**src/rtl/imem_loader.sv**
```systemverilog
// Boot-time instruction memory loader: parses a length-prefixed, checksummed byte
// stream into big-endian 16-bit words and releases the CPU once the load verifies.
module imem_loader #(
    parameter int ADDR_W    = 7,
    parameter int MAX_WORDS = 100
) (
    input  logic              clk,
    input  logic              reset,
    input  logic              start,
    input  logic              in_valid,
    input  logic [7:0]        in_data,
    output logic              in_ready,
    output logic              mem_we,
    output logic [ADDR_W-1:0] mem_addr,
    output logic [15:0]       mem_wdata,
    output logic              cpu_hold,
    output logic              done,
    output logic              error,
    output logic [ADDR_W:0]   words_loaded
);

    typedef enum logic [2:0] {
        IDLE,
        LEN_HI,
        LEN_LO,
        DATA_HI,
        DATA_LO,
        CHECK,
        DONE,
        ERROR
    } state_t;

    state_t      state;
    state_t      next_state;
    logic        accept;
    logic        arm;
    logic [15:0] len;
    logic [7:0]  word_hi;
    logic [7:0]  checksum;
    logic [15:0] frame_len;
    logic [15:0] wl_next;

    // frame_len is the complete word count as it becomes known in LEN_LO
    assign frame_len = {len[15:8], in_data};
    assign wl_next   = 16'(words_loaded) + 16'd1;

    always_ff @(posedge clk) begin
        if (reset) begin
            state <= IDLE;
        end else begin
            state <= next_state;
        end
    end

    always_comb begin
        next_state = state;
        accept     = in_valid && in_ready;
        arm        = 1'b0;
        case (state)
            IDLE, DONE, ERROR: begin
                if (start) begin
                    next_state = LEN_HI;
                    arm        = 1'b1;
                end
            end
            LEN_HI: if (accept) next_state = LEN_LO;
            LEN_LO: begin
                if (accept) begin
                    if (frame_len > 16'(MAX_WORDS)) begin
                        next_state = ERROR;
                    end else if (frame_len == 16'd0) begin
                        next_state = CHECK;
                    end else begin
                        next_state = DATA_HI;
                    end
                end
            end
            DATA_HI: if (accept) next_state = DATA_LO;
            // The count check uses the post-write value; the write itself lands next cycle
            DATA_LO: begin
                if (accept) begin
                    next_state = (wl_next == len) ? CHECK : DATA_HI;
                end
            end
            CHECK: begin
                if (accept) begin
                    next_state = (in_data == checksum) ? DONE : ERROR;
                end
            end
            default: next_state = IDLE;
        endcase
    end

    always_ff @(posedge clk) begin
        if (reset) begin
            in_ready     <= 1'b0;
            mem_we       <= 1'b0;
            mem_addr     <= '0;
            mem_wdata    <= '0;
            cpu_hold     <= 1'b1;
            done         <= 1'b0;
            error        <= 1'b0;
            words_loaded <= '0;
            checksum     <= '0;
            len          <= '0;
            word_hi      <= '0;
        end else begin
            in_ready <= (next_state == LEN_HI) || (next_state == LEN_LO) ||
                        (next_state == DATA_HI) || (next_state == DATA_LO) ||
                        (next_state == CHECK);
            cpu_hold <= (next_state != DONE);
            done     <= (next_state == DONE);
            error    <= (next_state == ERROR);
            mem_we   <= 1'b0;

            if (arm) begin
                words_loaded <= '0;
                mem_addr     <= '0;
                checksum     <= '0;
            end

            // Advance the address after each write, pinned at the last legal word
            if (mem_we) begin
                words_loaded <= words_loaded + (ADDR_W+1)'(1);
                if (mem_addr < ADDR_W'(MAX_WORDS - 1)) begin
                    mem_addr <= mem_addr + ADDR_W'(1);
                end
            end

            if (accept) begin
                case (state)
                    LEN_HI: begin
                        len[15:8] <= in_data;
                        checksum  <= checksum + in_data;
                    end
                    LEN_LO: begin
                        len[7:0] <= in_data;
                        checksum <= checksum + in_data;
                    end
                    DATA_HI: begin
                        word_hi  <= in_data;
                        checksum <= checksum + in_data;
                    end
                    DATA_LO: begin
                        mem_we    <= 1'b1;
                        mem_wdata <= {word_hi, in_data};
                        checksum  <= checksum + in_data;
                    end
                    default: ;
                endcase
            end
        end
    end

endmodule

```
**config.mk**
```make
export PLATFORM = sky130hd
export DESIGN_NAME = imem_loader
export DESIGN_NICKNAME = d
export VERILOG_FILES = /design/src/rtl/imem_loader.sv
export SDC_FILE = /design/constraint.sdc
export NUM_CORES = 1
export LEC_CHECK = 0
export ABC_AREA = 1
export BUFFER_PORTS_ARGS = -buffer_cell sky130_fd_sc_hd__buf_2
export CAP_MARGIN = 20
export CORE_MARGIN = 2
export CORE_UTILIZATION = 33
export CTS_CLUSTER_DIAMETER = 50
export DETAILED_ROUTE_END_ITERATION = 6
export GPL_TIMING_DRIVEN = 0
export PLACE_DENSITY = 0.6
export SLEW_MARGIN = 40
export SYNTH_ARGS = -nofsm -noshare
export SYNTH_HDL_FRONTEND = slang
export SYNTH_SLANG_ARGS = --single-unit
```
**constraint.sdc**
```tcl
create_clock -name clk -period 5.7 [get_ports clk]
set_input_delay 0.285 -clock clk [delete_from_list [all_inputs] [get_ports clk]]
set_output_delay 0.285 -clock clk [all_outputs]
set_load 0.03 [all_outputs]
```
After elaboration in Yosys (flattened, before gate mapping)
Cells that the tools add are included.
{ "totals": {"register_bits": 71, "in_bits": 12, "output_inout_bits": 36, "wordCells": 74} }
{ "op_classes": {"addsub": 4, "n_lt_le_gt_ge": 2, "eq_ne": 17, "n_mux": 22, "bitwise": 1, "n_reduce_logical": 15} }
{ "op_table": {"columns": ["operator", "n"], "rows": [
  ["$mux 8", 5],
  ["$mux 3", 9],
  ["$eq 3x3->1 const B", 8],
  ["$mux 7", 3],
  ["$pmux 3 s6", 1],
  ["$eq 9x16->1", 1],
  ["$gt 16x7->1 const B", 1],
  ["$logic_not 16->1", 1],
  ["$eq 3x2->1 const B", 4],
  ["$add 8x1->9 const B", 1],
  ["$add 8x1->8 const B", 1],
  ["$add 8x8->8", 1],
  ["$eq 8x8->1", 1],
  ["$reduce_and 2->1", 4],
  ["$add 7x1->7 const B", 1],
  ["$lt 7x7->1 const B", 1],
  ["$eq 3x1->1 const B", 2],
  ["$logic_or 1x1->1", 4],
  ["$mux 1", 4],
  ["$reduce_or 4->1", 1],
  ["$logic_not 3->1", 1],
  ["$ne 3x3->1 const B", 1],
  ["$reduce_or 3->1", 1],
  ["$reduce_bool 2->1", 1],
  ["3 further kinds", 3]
]} }

Logic depth before layout (Yosys ltp)
Gate-level depths: netlist of the first run.
{ "depth": {"word_depth": 10, "ltp_mapped": 18, "depth_no_buf": 18} }

Least setup slack after synthesis of the first run
Ideal clock, no wire load.
{ "synth_timing": {"kind": "reg2reg", "startpoint": "register words_loaded[1]", "endpoint": "register cpu_hold", "setup_time_ps": 109, "arrival_ps": 1834, "required_ps": 5591, "setup_slack_ps": 3757, "stages_incl_launch_ff": 17, "n_path_buf": 0, "synth_period_minus_slack_ps": 1943, "path_cell_list": "dfxtp_1 > ha_1 > nand2_2 > inv_2 > nand2_1 > nand3b_1 > nand2_1 > inv_1 > nand3_1 > nor2_1 > nand2_1 > nand2_1 > nand2_2 > nand3_2 > nand2_2 > nor2_4 > inv_2"} }
{ "synth_between": {"elab_chain_cells": 6} }
{ "synth_rtl": {"columns": ["item", "line_no", "source"], "rows": [
  ["start: declaration", "19", "output logic [ADDR_W:0] words_loaded"],
  ["start signal: assignment", "124", "words_loaded <= words_loaded + (ADDR_W+1)'(1);"],
  ["$add 8x1->9", "45", "assign wl_next = 16'(words_loaded) + 16'd1;"],
  ["$eq 9x16->1", "82", "next_state = (wl_next == len) ? CHECK : DATA_HI;"],
  ["$mux 3", "82", null],
  ["$mux 3", "81", "if (accept) begin"],
  ["$pmux 3 s6", "59", "case (state)"],
  ["$ne 3x3->1", "111", "cpu_hold <= (next_state != DONE);"],
  ["end signal: assignment", "111", null],
  ["end: declaration", "16", "output logic cpu_hold,"]
]} }
No other way between the ends.
A chain may end at the register's enable or synchronous reset.

Worst setup path after layout of the first run
{ "layout_timing": {"startpoint": "register state[2]", "endpoint": "register checksum[1]"} }
{ "layout_between": {"elab_chain_cells": 6, "word_cells_on_any_way": 13, "cone_classes": "6 x eq/ne; 4 x mux; 3 x reduce/logical"} }
{ "layout_rtl": {"columns": ["item", "line_no", "source"], "rows": [
  ["start: declaration", "33", "state_t state;"],
  ["start signal: assignment", "51", "state <= next_state;"],
  ["$eq 3x3->1 or $logic_not 3->1 (tied branches)", "59", null],
  ["$reduce_or 3->1", "59", null],
  ["$mux 1", "59", null],
  ["$mux 8", "116", "if (arm) begin"],
  ["$mux 8", null, null],
  ["$mux 8 (*)", "130", "if (accept) begin"],
  ["end signal: assignment", "134", "checksum <= checksum + in_data;"],
  ["end signal: assignment", "138", "checksum <= checksum + in_data;"],
  ["end signal: assignment", "142", "checksum <= checksum + in_data;"],
  ["end: declaration", "39", "logic [7:0] checksum;"]
]} }
Mark *: on every way between the ends. The rest lies on a longest branch, timed or not.

==> results of run 1 <==
==> logic make-up (layout without fill, tap and decap cells) <==
kind of cell    Yosys count  count (layout)  synth area share (%)
compound gates          105             105                  15.5
xor+xnor                  4               4                 0.982
fa+ha+maj                10              10                  3.72
buf+inv                  79             142                  8.38
flops                    71              71                  39.8
simple gates            252             252                  31.6
==> per-layer routing <==
layer | track usage, % | vias to the layer above
met4 | 5.31 | 0
met2 | 28.6 | 75
met3 | 3.19 | 17
li1 | - | 1807
met5 | 0 | -
met1 | 23.1 | 1642
==> stage by stage <==
| step | hold slack [ns] | power [µW] |
|---|---|---|
| CTS | 0.128 | 1080 |
| finish | 0.140 | 1070 |
| floorplan | 0.363 | 642 |
| detailed placement | 0.460 | 688 |
| global placement | 0.454 | 684 |
| global route | 0.136 | 1120 |
==> synth_stat cells, types with 4 or more instances <==
cell	number	area [µm²]
nor3_1	8	40.0
nand2_2	9	56.3
nand2_1	99	372
clkbuf_1	10	37.5
nand4_1	5	31.3
dfxtp_1	71	1420
o21ai_0	51	255
ha_1	9	113
a211oi_1	4	30.0
a21oi_1	44	220
nand3_1	33	165
inv_1	60	225
nor2_1	82	308
==> path summary, 6_finish.rpt <==
check | to | start | slack, ns
setup reg to reg | checksum[1] | state[2] | 3.61
hold / removal | words_loaded[0] | reset | 0.14
setup / recovery | checksum[1] | state[2] | 3.61
hold reg to reg | len[0] | len[0] | 0.47
==> sequential cells by signal (all words and copies together), names as in the netlist <==
signal and count:
len 16, mem_wdata 16, checksum 8, word_hi 8, words_loaded 8, mem_addr 7, state 3, cpu_hold 1
done 1, error 1, in_ready 1, mem_we 1
==> power groups by stage <==
stage | clock (µW) | sequential, µW | combinational [µW]
after global routing | 422 | 523 | 178
after CTS | 399 | 521 | 157
after floorplan | 0 | 536 | 106
after detailed placement | 0 | 533 | 156
after global placement | 0 | 532 | 152
final | 390 | 521 | 157
==> layout make-up <==
cell class	instances	area, µm²
Clock buffer	9	124
Inverter	65	244
Sequential cell	71	1420
Timing Repair Buffer	47	235
Clock inverter	7	61.3
Multi-Input combinational cell	371	1850
Buffer	14	55.1
Fill cell	1122	6260
Tap cell	136	170
==> critical path, delay by kind of cell (launching register included) <==
| kind | cells | cell delay [ns] |
|---|---|---|
| DFF | 1 | 0.31 |
| AOI/OAI and AO/OA | 2 | 0.73 |
| buffers and inverters | 3 | 0.62 |
| and+or+nand+nor | 3 | 0.30 |
==> results.toml, run 1 <==
[run_status]
status = "complete, no violations"

[place]
post-dp-hpwl_um = 7140
dp_slack_ns = 3.48
place_inst = 704
dpl_cell_area_um2 = 3970
io_buffers = 47
gp_congestion = 0.898

[power]
p_comb_share_pct = 14.7
switchingPower_uw = 344
vdd_drop_max_v = 0.000154
swShare_pct = 32.2
intPower_uw = 724
seq_power_share_pct = 48.8
clkPwrFrac_pct = 36.5
p_leak_uw = 0.00196
power_density_nw_per_um2 = 257

[layout]
fin_util_pct = 39.9
final_area_um2 = 4160
area_growth_pct = 16.6
nNetsFinal = 601
layout_commonest_cell = "nand2_1"
layout-drive-gt1-share_pct = 15.2
finalNonFillerCells = 720
mostFrequentLayoutCells = "nand2_1, nor2_1, dfxtp_1, inv_1, o21ai_0"
diodes = 0

[clock_network]
root_buffer = "clkbuf_8"
clkLatencyLatePin_ns = 0.36
cts_tree = "yes"
postCtsSetupBuffers = 0
cts_hold_buf = 0
cts.clk_slew.worst_paths_ns = 0.08
cts_resized = 0
cts_buffer_depth = 2
cts_buffers = 9
clkSinkCount = 71
htree_levels = 3

[drt]
drt_iter0_drc = 224
dr.pass1.iters = 7
vias_per_cell = 4.92
wl_per_cell_um = 13.3
met2_length_um = 4500
vias = 3541
drc = 0
top_layer = "met4"
ant_nets = 0
wl_met3_um = 417
drt-met1-wl_um = 4500
wl_um = 9550

[global_route]
grt-ovfl-total = 0
antenna_found_initial = 0
grt_first_pass_wirelength_um = 16000
grtUsageTotal_pct = 17.4
grt_max_degree = 16
grt_pass1_vias = 3337

[timing]
finalCritPeriodShare_pct = 36.6
setup_tns_ns = 0
final.min_clock_period_ns = 2.09
max_slew_margin_pct = 53.5
rsz0062_at_grt = "no"
setup_viol = 0
tightest_slew_ns = 0.697
fin_skew_ns = 0.0160
finalHoldViolCount = 0
maxSlewViolCount = 0
worst_slack_ns = 3.61
fmax_ghz = 0.479

[yosys]
synth_cell_type_count = 35
synthArstFlopShare_pct = 0
synth-edff-count = 0
synthFlopType = "dfxtp_1"
netlist_area_um2 = 3570
synth.ff_latch_count = 71
synth_nets = 543
syn_inst = 521
ys_seq_area_share_pct = 39.8
avgSynthCellArea_um2 = 6.85
yosys_warnings = 0

[worst_setup_path]
critPathKind = "reg -> reg"
end_kind = "flip-flop"
path_cells = "clkbuf_1 -> nand2_1 -> a21oi_1 -> inv_1 -> nand2_1 -> inv_1 -> a21oi_1 -> nor2_1"
crit_path_start_kind = "flip-flop"
slowest_stage = "a21oi_1"
worstRegToRegCells = 8
cp.arrival_ns = 2.30
cp.required_ns = 5.92
worst_path_largest_cell_delay_ns = 0.57
path_max_fanout = 8

[floorplan]
chipWidth_um = 108
io_pins = 48
die_y_um = 108
die_area_um2 = 11700
core-area_um2 = 10400
start_util_pct = 34.2
rows = 37

[min_path]
hold_path_class = "in -> reg"
hold_depth = 2

[run]
max_cap_violations = 0
Note: power is estimated with default switching activity, not from simulation.
==> inputs of run 2 (changes only) <==
==> constraint.sdc (replaced) <==
create_clock -name clk -period 2.1 [get_ports clk]
set_input_delay 0.105 -clock clk [delete_from_list [all_inputs] [get_ports clk]]
set_output_delay 0.105 -clock clk [all_outputs]
set_load 0.03 [all_outputs]
==> run 2 against run 1 <==
  * Routed wire length increased by 0.64%
  * Non-clock buffer count is 1 higher
  * Setup slack lost 3.5 ns
  * Register-to-register slack worse by 3.5 ns
  * Total power grew to 2.7 times the previous value
  * Sequential power grew to 2.7 times the previous value
  * Critical path type unchanged
  * Largest power group unchanged
==> results.toml, run 2 (synthesis results as in run 1) <==
[place]
gp_congestion = 0.898
dp_slack_ns = 0.0505
io_buffers = 47
dpl_cell_area_um2 = 3970
post-dp-hpwl_um = 7140

[global_route]
antenna_found_initial = 0
grt_first_pass_wirelength_um = 16000
grtUsageTotal_pct = 17.4
grt_pass1_vias = 3338
grt-ovfl-total = 0
grt_max_degree = 16

[drt]
dr.pass1.iters = 5
wl_um = 9610
vias = 3538
drt_iter0_drc = 246
ant_nets = 0
drc = 0
wl_per_cell_um = 13.3
vias_per_cell = 4.91

[run_status]
status = "complete, no violations"

[timing]
finalCritPeriodShare_pct = 92.6
worst_slack_ns = 0.155
setup_viol = 0
final.min_clock_period_ns = 1.95
max_slew_margin_pct = 52.1
maxSlewViolCount = 0
rsz0062_at_grt = "no"
setup_tns_ns = 0
hold_slack_ns = 0.129
fin_skew_ns = 0.0151
fmax_ghz = 0.514
tightest_slew_ns = 0.719
finalHoldViolCount = 0

[worst_setup_path]
cp.required_ns = 2.38
r2r-start = "checksum[0]"
worstRegToRegCells = 13
cp.arrival_ns = 2.23
reg2reg_slack_ns = 0.15
path_max_fanout = 2
worstReg2RegEnd = "checksum[6]"
end_kind = "flip-flop"
critPathKind = "reg -> reg"
crit_path_start_kind = "flip-flop"

[clock_network]
root_buffer = "clkbuf_8"
cts.clk_slew.worst_paths_ns = 0.10
cts_tree = "yes"
cts_buffer_depth = 2
clkLatencyLatePin_ns = 0.36
cts_buffers = 9
htree_levels = 3
clkSinkCount = 71

[layout]
diodes = 0
nNetsFinal = 602
final_area_um2 = 4180
layout_commonest_cell = "nand2_1"
area_growth_pct = 17.1
n_fill_cell = 1117
layout-drive-gt1-share_pct = 16.1
fin_util_pct = 40.1
mostFrequentLayoutCells = "nand2_1, nor2_1, dfxtp_1, inv_1, o21ai_0"
reg.largest.list = "len (16), mem_wdata (16)"

[min_path]
hp-start = "in_data[6]"
hold_depth = 3
whs_endpoint = "mem_wdata[6]"
hold_path_class = "in -> reg"

[floorplan]
core-area_um2 = 10400
die_area_um2 = 11700
io_pins = 48
start_util_pct = 34.2
die_y_um = 108
chipWidth_um = 108
rows = 37

[run]
max_cap_violations = 0

[power]
p_leak_uw = 0.00196
power_density_nw_per_um2 = 694
vdd_drop_max_v = 0.000419
[run 2: changes by cell type in the layout (fill, tap and decap cells not counted), sizes merged]
cell | previous run | this run
dlygate4sd3 | 0 | 1
[run 2: worst max-delay path, stage by stage, from the launching register on]
cell     delay [ns]
dfxtp_2        0.33
ha_1           0.15
inv_1          0.06
fa_2           0.34
inv_1          0.06
nand2_1        0.04
nand2_1        0.06
a21oi_1        0.07
or2_2          0.29
nand2_1        0.07
a21oi_1        0.07
xor2_1         0.13
nand2_1        0.07
a21oi_1        0.13
[run 2: report_power, final]
group / switching (µW) / internal, µW / total (µW)
Clock: 603 / 451 / 1050
Combinational: 300 / 131 / 431
Sequential: 29.7 / 1390 / 1410
[run 2: what timing repair did]
item | 4_1_cts | 5_1_grt
hold endpoints to repair | 1 | 0
resized for setup | 0 | 6
setup endpoints to repair | 0 | 12
buffers inserted | 0 | 0
hold buffers | 1 | 0
[run 2: stage by stage]
step	power [µW]	instances
3_3_place_gp	1860	704
6_report	2900	721
2_1_floorplan	1740	521
3_5_place_dp	1870	704
4_1_cts	2920	721
5_1_grt	3050	721
[run 2: how the worst max path moves through the flow]
stage	endpoint	start	slack, ns
floorplan	cpu_hold	words_loaded[1]	0.16
detailed placement	checksum[1]	state[2]	0.05
global placement	checksum[1]	state[2]	0.02
CTS	checksum[1]	state[2]	0.03
global route	in_ready	words_loaded[0]	0.007
finish	checksum[6]	checksum[0]	0.15
[run 2: cell type report]
type / instances / area [µm²] / share of cell area, %
clock inverter: 7 / 61.3 / 1.47
inverter: 65 / 244 / 5.84
sequential: 71 / 1430 / 34.1
tap: 136 / 170 / 4.07
buffer: 14 / 55.1 / 1.32
timing repair buffer: 48 / 245 / 5.87
clock buffer: 9 / 124 / 2.96
multi-input combinational: 371 / 1850 / 44.4
[run 2: per-layer routing]
layer / GRT usage (%) / routed length, µm / vias to the layer above / part of all wire, %
met5: 0 / 0 / - / 0
met4: 5.31 / 155 / 0 / 1.6
met3: 3.19 / 414 / 16 / 4.3
met2: 28.6 / 4530 / 72 / 47
met1: 23.1 / 4510 / 1637 / 47
li1: - / - / 1813 / -
==> inputs of run 3 (changes only) <==
==> constraint.sdc (replaced) <==
create_clock -name clk -period 2.05 [get_ports clk]
set_input_delay 0.1025 -clock clk [delete_from_list [all_inputs] [get_ports clk]]
set_output_delay 0.1025 -clock clk [all_outputs]
set_load 0.03 [all_outputs]
==> run 3 against run 2 <==
  * Flip-flop and latch count stayed put
  * Count of clock-buffer cells in the layout did not move
  * Total power grew 2.8%
  * Die area did not move
  * Non-clock buffer count stayed put
==> results.toml, run 3 (synthesis results as in run 1) <==
[worst_setup_path]
cpMostUsedCell = "nand2_1"
critPathKind = "reg -> reg"
worst_path_largest_cell_delay_ns = 0.36
crit_start = "checksum[0]"
crit_family = "simple AND/OR/NAND/NOR gates"
worstRegToRegCells = 13
path_cells = "ha_4 -> inv_1 -> fa_2 -> inv_1 -> nand2_1 -> nand2_2 -> a21oi_2 -> or2_4 -> nand2_1 -> a21oi_2 -> xor2_1 -> nand2_1 -> a21oi_1"
slowest_stage = "fa_2"
worst-path-stages = 13
crit_buf_inv = 2
crit_path_start_kind = "flip-flop"
r2r-start = "checksum[0]"
cp.arrival_ns = 2.23
reg2reg_slack_ns = 0.10
cp.required_ns = 2.33
end_kind = "flip-flop"
worstReg2RegEnd = "checksum[6]"
path_max_fanout = 2

[drt]
dr.pass1.iters = 5
met2_length_um = 4560
wl_per_cell_um = 13.4
top_layer = "met4"
wl_met3_um = 409
drt_iter0_drc = 200
vias_per_cell = 4.88
drt-met1-wl_um = 4590
drc = 0
wl_um = 9650
ant_nets = 0
vias = 3522

[clock_network]
htree_levels = 3
cts_tree = "yes"
cts_buffer_depth = 2
root_buffer = "clkbuf_8"
cts_buffers = 9
cts.clk_slew.worst_paths_ns = 0.10
clkSinkCount = 71
clkLatencyLatePin_ns = 0.36

[min_path]
hold_path_class = "in -> reg"
whs_endpoint = "mem_wdata[7]"
hp-start = "in_data[7]"
hold_depth = 3

[timing]
setup_viol = 0
tightest_slew_ns = 0.706
fin_skew_ns = 0.0150
final.min_clock_period_ns = 1.95
maxSlewViolCount = 0
max_slew_margin_pct = 52.9
finalHoldViolCount = 0
fmax_ghz = 0.513
finalCritPeriodShare_pct = 95.0
hold_slack_ns = 0.117

[power]
power_density_nw_per_um2 = 706
p_leak_uw = 0.00197
vdd_drop_max_v = 0.000430
total_power_uw = 2980

[floorplan]
start_util_pct = 34.2
rows = 37
die_y_um = 108
io_pins = 48
chipWidth_um = 108
die_area_um2 = 11700
core-area_um2 = 10400

[place]
io_buffers = 47
post-dp-hpwl_um = 7140
gp_congestion = 0.898

[layout]
area_growth_pct = 18.4
mostFrequentLayoutCells = "nand2_1, nor2_1, dfxtp_1, inv_1, o21ai_0"
layout_commonest_cell = "nand2_1"
diodes = 0
nNetsFinal = 602
fin_util_pct = 40.6
layout-drive-gt1-share_pct = 17.3
reg.largest.list = "len (16), mem_wdata (16)"

[global_route]
grt_pass1_vias = 3330
grt-ovfl-total = 0
grt_first_pass_wirelength_um = 16000
grtUsageTotal_pct = 17.3
antenna_found_initial = 0
grt_max_degree = 16

[run]
max_cap_violations = 0

[run_status]
status = "complete, no violations"
==> run 3: worst max path at each step <==
stage and to:
3_5_place_dp checksum[1], 2_1_floorplan cpu_hold, 5_1_grt in_ready, 3_3_place_gp checksum[1]
4_1_cts checksum[6], 6_report checksum[6]
==> run 3: area by class of cell <==
type / instances / area, µm²
inverter: 65 / 246
clock inverter: 7 / 61.3
tap: 136 / 170
clock buffer: 9 / 124
fill: 1114 / 6190
buffer: 14 / 56.3
multi-input combinational: 371 / 1890
timing repair buffer: 48 / 245
sequential: 71 / 1430
==> run 3: stage by stage <==
step                setup WS (ns)  cells  area [µm²]  TNS [ns]
global placement          -0.0342    704        3970   -0.0342
global route              -0.0299    721        4220   -0.0311
finish                      0.102    721        4220         0
detailed placement       0.000459    704        3970         0
CTS                        0.0277    721        4170         0
floorplan                   0.107    521        3570         0
==> run 3: per-layer routing <==
metal | track usage (%) | vias up
li1 | - | 1815
met1 | 23.2 | 1637
met2 | 28.6 | 62
met3 | 3.01 | 8
met4 | 5.22 | 0
met5 | 0 | -
==> run 3: repair_timing <==
action	CTS	global route
endpoints found under the setup margin	1	7
buffers inserted	0	0
hold buffers	1	0
cloned	0	0
pin swaps	0	4
hold endpoints to repair	1	0
gates resized for setup	1	18
==> run 3: where the power goes <==
group          internal (µW)  switching [µW]
Clock                    462             623
Sequential              1420            31.1
Combinational            137             309
Total                   2020             963
==> run 3: worst register-to-register path: stages (launching register included) <==
cell and delay (ns):
dfxtp_2 0.35, ha_4 0.12, inv_1 0.05, fa_2 0.37, inv_1 0.07, nand2_1 0.06
nand2_2 0.08, a21oi_2 0.06, or2_4 0.23, nand2_1 0.08, a21oi_2 0.06, xor2_1 0.15
nand2_1 0.07, a21oi_1 0.14
